[config.mk]
export PLATFORM = sky130hd
export DESIGN_NAME = pll_reset_sequencer
export DESIGN_NICKNAME = d
export VERILOG_FILES = /design/src/rtl/pll_reset_sequencer.sv
export SDC_FILE = /design/constraint.sdc
export NUM_CORES = 1
export LEC_CHECK = 0
export CAP_MARGIN = 20
export CORE_MARGIN = 4
export CORE_UTILIZATION = 50
export DETAILED_ROUTE_END_ITERATION = 6
export DONT_BUFFER_PORTS = 1
export GPL_TIMING_DRIVEN = 1
export PLACE_DENSITY = 0.64
export SLEW_MARGIN = 20
export SYNTH_ARGS = -nofsm -noshare
export SYNTH_HDL_FRONTEND = slang
export SYNTH_SLANG_ARGS = --single-unit
[constraint.sdc]
create_clock -name refclk -period 3.6 [get_ports refclk]
set_clock_uncertainty 0.05 [all_clocks]
set_input_delay 0.72 -clock refclk [delete_from_list [all_inputs] [get_ports refclk]]
set_output_delay 0.72 -clock refclk [all_outputs]
set_load 0.03 [all_outputs]
[src/rtl/pll_reset_sequencer.sv]
// PLL reset sequencer: pulses the PLL reset, waits for a stable lock, then
// releases the memory domain and, after a gap, the core domain. Lock loss in
// the released states restarts the whole sequence and is counted.
module pll_reset_sequencer #(
  parameter int unsigned PLL_RST_CYCLES      = 16,
  parameter int unsigned LOCK_TIMEOUT_CYCLES = 65536,
  parameter int unsigned LOCK_STABLE_CYCLES  = 1024,
  parameter int unsigned STAGE_GAP_CYCLES    = 64
) (
  input  logic       refclk,
  input  logic       rst_n,
  input  logic       pll_locked,
  input  logic       relock_req,
  output logic       pll_rst,
  output logic       mem_resetn,
  output logic       core_resetn,
  output logic       ready,
  output logic [7:0] relock_count
);

  // Counter only ever reaches (parameter - 1), so $clog2 of the largest one is enough.
  localparam int unsigned MAX_AB = (PLL_RST_CYCLES > LOCK_TIMEOUT_CYCLES) ?
                                   PLL_RST_CYCLES : LOCK_TIMEOUT_CYCLES;
  localparam int unsigned MAX_CD = (LOCK_STABLE_CYCLES > STAGE_GAP_CYCLES) ?
                                   LOCK_STABLE_CYCLES : STAGE_GAP_CYCLES;
  localparam int unsigned MAX_P  = (MAX_AB > MAX_CD) ? MAX_AB : MAX_CD;
  localparam int unsigned CNT_W  = (MAX_P > 1) ? $clog2(MAX_P) : 1;

  localparam logic [CNT_W-1:0] PLL_RST_LAST = CNT_W'(PLL_RST_CYCLES - 1);
  localparam logic [CNT_W-1:0] TIMEOUT_LAST = CNT_W'(LOCK_TIMEOUT_CYCLES - 1);
  localparam logic [CNT_W-1:0] STABLE_LAST  = CNT_W'(LOCK_STABLE_CYCLES - 1);
  localparam logic [CNT_W-1:0] GAP_LAST     = CNT_W'(STAGE_GAP_CYCLES - 1);

  localparam logic [2:0] ST_PLL_RESET   = 3'd0;
  localparam logic [2:0] ST_WAIT_LOCK   = 3'd1;
  localparam logic [2:0] ST_STABLE      = 3'd2;
  localparam logic [2:0] ST_RELEASE_MEM = 3'd3;
  localparam logic [2:0] ST_RUN         = 3'd4;

  logic             r_sync1;
  logic             r_sync2;
  logic             w_locked_s;
  logic [2:0]       r_state;
  logic [2:0]       w_state_nxt;
  logic [CNT_W-1:0] r_cnt;
  logic [CNT_W-1:0] w_cnt_nxt;
  logic             w_relock_inc;
  logic             r_pll_rst;
  logic             r_mem_resetn;
  logic             r_core_resetn;
  logic             r_ready;
  logic [7:0]       r_relock_count;

  assign w_locked_s = r_sync2;

  // Two-flop synchronizer: the only place pll_locked is sampled.
  always_ff @(posedge refclk or negedge rst_n) begin
    if (!rst_n) begin
      r_sync1 <= 1'b0;
      r_sync2 <= 1'b0;
    end else begin
      r_sync1 <= pll_locked;
      r_sync2 <= r_sync1;
    end
  end

  // Next-state, shared counter and lock-loss event decode.
  always_comb begin
    w_state_nxt  = r_state;
    w_cnt_nxt    = r_cnt + 1'b1;
    w_relock_inc = 1'b0;
    case (r_state)
      ST_PLL_RESET: begin
        // relock_req deliberately ignored here so the pulse is never stretched.
        if (r_cnt == PLL_RST_LAST) begin
          w_state_nxt = ST_WAIT_LOCK;
          w_cnt_nxt   = '0;
        end
      end
      ST_WAIT_LOCK: begin
        if (relock_req) begin
          w_state_nxt = ST_PLL_RESET;
          w_cnt_nxt   = '0;
        end else if (w_locked_s) begin
          w_state_nxt = ST_STABLE;
          w_cnt_nxt   = '0;
        end else if (r_cnt == TIMEOUT_LAST) begin
          w_state_nxt = ST_PLL_RESET;
          w_cnt_nxt   = '0;
        end
      end
      ST_STABLE: begin
        if (relock_req) begin
          w_state_nxt = ST_PLL_RESET;
          w_cnt_nxt   = '0;
        end else if (!w_locked_s) begin
          // A glitch only restarts the lock wait; the PLL is not re-reset.
          w_state_nxt = ST_WAIT_LOCK;
          w_cnt_nxt   = '0;
        end else if (r_cnt == STABLE_LAST) begin
          w_state_nxt = ST_RELEASE_MEM;
          w_cnt_nxt   = '0;
        end
      end
      ST_RELEASE_MEM: begin
        if (!w_locked_s) begin
          w_state_nxt  = ST_PLL_RESET;
          w_cnt_nxt    = '0;
          w_relock_inc = 1'b1;
        end else if (relock_req) begin
          w_state_nxt = ST_PLL_RESET;
          w_cnt_nxt   = '0;
        end else if (r_cnt == GAP_LAST) begin
          w_state_nxt = ST_RUN;
          w_cnt_nxt   = '0;
        end
      end
      ST_RUN: begin
        w_cnt_nxt = r_cnt;
        // Lock loss wins over relock_req so a coincident pair still counts once.
        if (!w_locked_s) begin
          w_state_nxt  = ST_PLL_RESET;
          w_cnt_nxt    = '0;
          w_relock_inc = 1'b1;
        end else if (relock_req) begin
          w_state_nxt = ST_PLL_RESET;
          w_cnt_nxt   = '0;
        end
      end
      default: begin
        w_state_nxt = ST_PLL_RESET;
        w_cnt_nxt   = '0;
      end
    endcase
  end

  // State and counter registers.
  always_ff @(posedge refclk or negedge rst_n) begin
    if (!rst_n) begin
      r_state <= ST_PLL_RESET;
      r_cnt   <= '0;
    end else begin
      r_state <= w_state_nxt;
      r_cnt   <= w_cnt_nxt;
    end
  end

  // Outputs decoded from the next state so they switch on the same edge as the state.
  always_ff @(posedge refclk or negedge rst_n) begin
    if (!rst_n) begin
      r_pll_rst     <= 1'b1;
      r_mem_resetn  <= 1'b0;
      r_core_resetn <= 1'b0;
      r_ready       <= 1'b0;
    end else begin
      r_pll_rst     <= (w_state_nxt == ST_PLL_RESET);
      r_mem_resetn  <= (w_state_nxt == ST_RELEASE_MEM) || (w_state_nxt == ST_RUN);
      r_core_resetn <= (w_state_nxt == ST_RUN);
      r_ready       <= (w_state_nxt == ST_RUN);
    end
  end

  // Saturating lock-loss counter, cleared only by rst_n.
  always_ff @(posedge refclk or negedge rst_n) begin
    if (!rst_n) begin
      r_relock_count <= 8'd0;
    end else if (w_relock_inc && (r_relock_count != 8'hFF)) begin
      r_relock_count <= r_relock_count + 8'd1;
    end
  end

  assign pll_rst      = r_pll_rst;
  assign mem_resetn   = r_mem_resetn;
  assign core_resetn  = r_core_resetn;
  assign ready        = r_ready;
  assign relock_count = r_relock_count;

endmodule

==> impl_results.md <==
- Row cnt: 21
- H-tree depth: 2
- Final Critical Period: approximately 2100 ps
- Synthesized net count: 191
- Leak Pwr: 0.8243 nW
- Avg Cell Area, Syn: 9.719 sq um
- Post-Route WL: approximately 3500 um
- Relative slew slack: around 60%
- Share of cells above drive strength 1: approximately 11%
- Hold Path Class: input port to async pin
- # nets final: between 150 and 200
- IR drop worst, VDD: between 0.0002 and 0.00025 V
- GPL Wtd Cong: between 0.8 and 0.9
- MaxCap Viol Count: 0
- Max-slew violation count: 0
- FMAX: 482.8 MHz
- Post-synthesis sequential area ratio: between 40% and 50%
- Initial core utilization: 52.64%
- Design Area, Final: roughly 1900 sq um
- CTS Buf Count: 5
- Hpwl dp: ~2500 um
- Post-synthesis cell count: about 190
- Dpl cell area: around 1800 sq um
- Post-CTS Resized: 0
- Worst-path maximum fanout: 7
- Initial antenna violation count: 0
- CTS tree: built
- Die Area: 4619 sq um
- Largest net degree at the start of global routing: 33
- Synth warnings: 0
- Initial DRC Count: 88
- Synth-to-layout area growth: 4.941%
- Post-layout util: 55.24%
- Die width: 67.97 um
- Least-Margin Pin Slew: 589.4 ps
- Worst EP arrival: around 2300 ps
- Final TNS setup: 0 ps
- Outcome: finished, final reports clean
- Pwr per Cell Area: 454.4 nW/um^2
- Vias per inst: approximately 5.8
- WP data required: roughly 3800 ps
- Distinct cell type count of the synthesized netlist: between 40 and 50
- Clk slew on worst S/H paths: ~100 ps
- Clk root buf: clkbuf_4
- First-pass GRT wire length: 6099 um
- Vias in the first global route: around 1300
- Synthesized cell area: about 1800 sq um
- RSZ-0062 raised after global routing: no
- Number of clock sinks: 32
- Drt drc: 0
- Gr ovfl total: 0
- Routed via count: between 1000 and 1500
- Crit Path Class: flop to flop
- ANT nets after route: 0
- Startpoint class of the critical path: flop
- DR WL/cell: between 15 and 20 um
- Number of synthesized flops with an enable pin: 0
- Worst skew pair latency: roughly 320 ps
- Period utilisation layout: a little under three fifths
- TritonRoute pass-1 iters: 6
- Aggregate global-route resource usage: 17.62%
- #FFs+latches synth: 32
- Port Buffers: 0
- Die Height: between 60 and 70 um
- Core area: roughly 3400 sq um
- Final Power: between 0.8 and 0.9 mW
- CTS max path bufs: 2
- Setup-failing EPs final: 0
- Dominant synthesized flop cell: dfrtp_1
- IO Pins: 16
- Asr flop ratio synth: 100.0%
- Crit. End Element: flop
- Final Hold Fails: 0
- Antenna Cells: 0
## cells in the mapped netlist, types with 6 or more instances
library cell / count / share of area, %
and3_1: 6 / 2.1
nor2_1: 10 / 2.1
inv_1: 7 / 1.5
xor2_1: 7 / 3.4
o21ai_1: 10 / 2.8
nand4_1: 9 / 3.1
nand3_1: 6 / 1.7
xnor2_1: 8 / 3.9
dfrtp_1: 31 / 43
o22ai_1: 6 / 2.1
and2_1: 7 / 2.4
nand2_1: 28 / 5.8
## kinds of logic (layout without fill, tap and decap cells)
family	after synthesis	in the layout	share of synthesized area (%)
muxes	2	2	1.879
and+or+nand+nor	88	88	27.91
xor gates and xnor gates	15	15	7.307
DFF	32	32	44.61
buffers and inverters	15	16	3.687
AOI/OAI and AO/OA	31	31	13.22
adders and majority gates	2	2	1.392
## worst paths after layout
path	startpoint	to	slack, ps	cells after the start
worst max register to register	r_cnt[0]	mem_resetn	1530	6
max in group asynchronous	rst_n	r_cnt[7]	2530	1
min in group refclk	r_sync1	r_sync2	320	0
worst min-delay path	rst_n	r_cnt[0]	30	0
worst min register to register	r_sync1	r_sync2	320	0
worst max-delay path	r_cnt[0]	mem_resetn	1530	6
## metal layers
| metal | GRT usage, % | share of wire, % | wire length [um] | vias to the layer above |
|---|---|---|---|---|
| met2 | 28.64 | 50 | 1748 | 28 |
| met4 | 4.715 | 0.54 | 19 | 0 |
| met3 | 5.419 | 4.4 | 155 | 2 |
| li1 | - | - | - | 656 |
| met1 | 22.69 | 45 | 1567 | 655 |
| met5 | 0 | 0 | 0 | - |
## power breakdown
part	switching, mW	leakage [nW]	internal (mW)
logic	0.108	0.356	0.0822
registers	0.0579	0.430	0.399
clock network	0.118	0.0380	0.0929
total	0.284	0.824	0.574
## metrics by stage
step	hold WS [ps]	setup slack (ps)	cells
final	27.20	1529	232
after global routing	0.3813	1370	232
after CTS	5.123	1501	231
after detailed placement	296.4	1524	223
after global placement	285.2	1599	223
after floorplan	281.2	1668	185
## cell usage in the layout, fill, tap and decap left out, types with 2 or more instances in the layout
master,n
nand4_1,9
clkbuf_4,5
ha_1,2
and2_1,7
xor2_1,7
inv_1,7
nand2_1,28
nand2b_1,2
nor4_1,2
xnor2_1,8
nor2_1,10
nor3_1,2
a22oi_1,2
o22ai_1,6
nor2b_1,4
and3_1,6
o21ai_1,10
clkinv_2,2
dfrtp_1,31
nand3_1,6
o21ai_0,4
## critical path, cell delays in order, from the launching register on
cell and delay (ps):
dfrtp_1 400, ha_1 280, nor3b_1 280, and2_1 300, nand2_1 100, a221o_2 420, o21ai_1 150
## layout make-up
class	count	area (sq um)
Clock buffer	6	51.30
Clock inverter	2	10.01
Fill cell	307	1529
Inverter	7	26.28
Multi-Input combinational cell	138	929.6
Sequential cell	32	802.0
Tap cell	46	57.56
Timing Repair Buffer	1	10.01
## flip-flops by register name (all words and copies together) (netlist names)
name and count:
mem_resetn 1, ready 1, r_sync1 1, relock_count 8, r_state 3, pll_rst 1, r_sync2 1, r_cnt 16
## what timing repair did
action,CTS,global route
hold buffers,0,1
endpoints found under the hold margin,0,8
setup buffers,0,0
setup endpoints to repair,0,0
(Power assumes the default switching activity.)
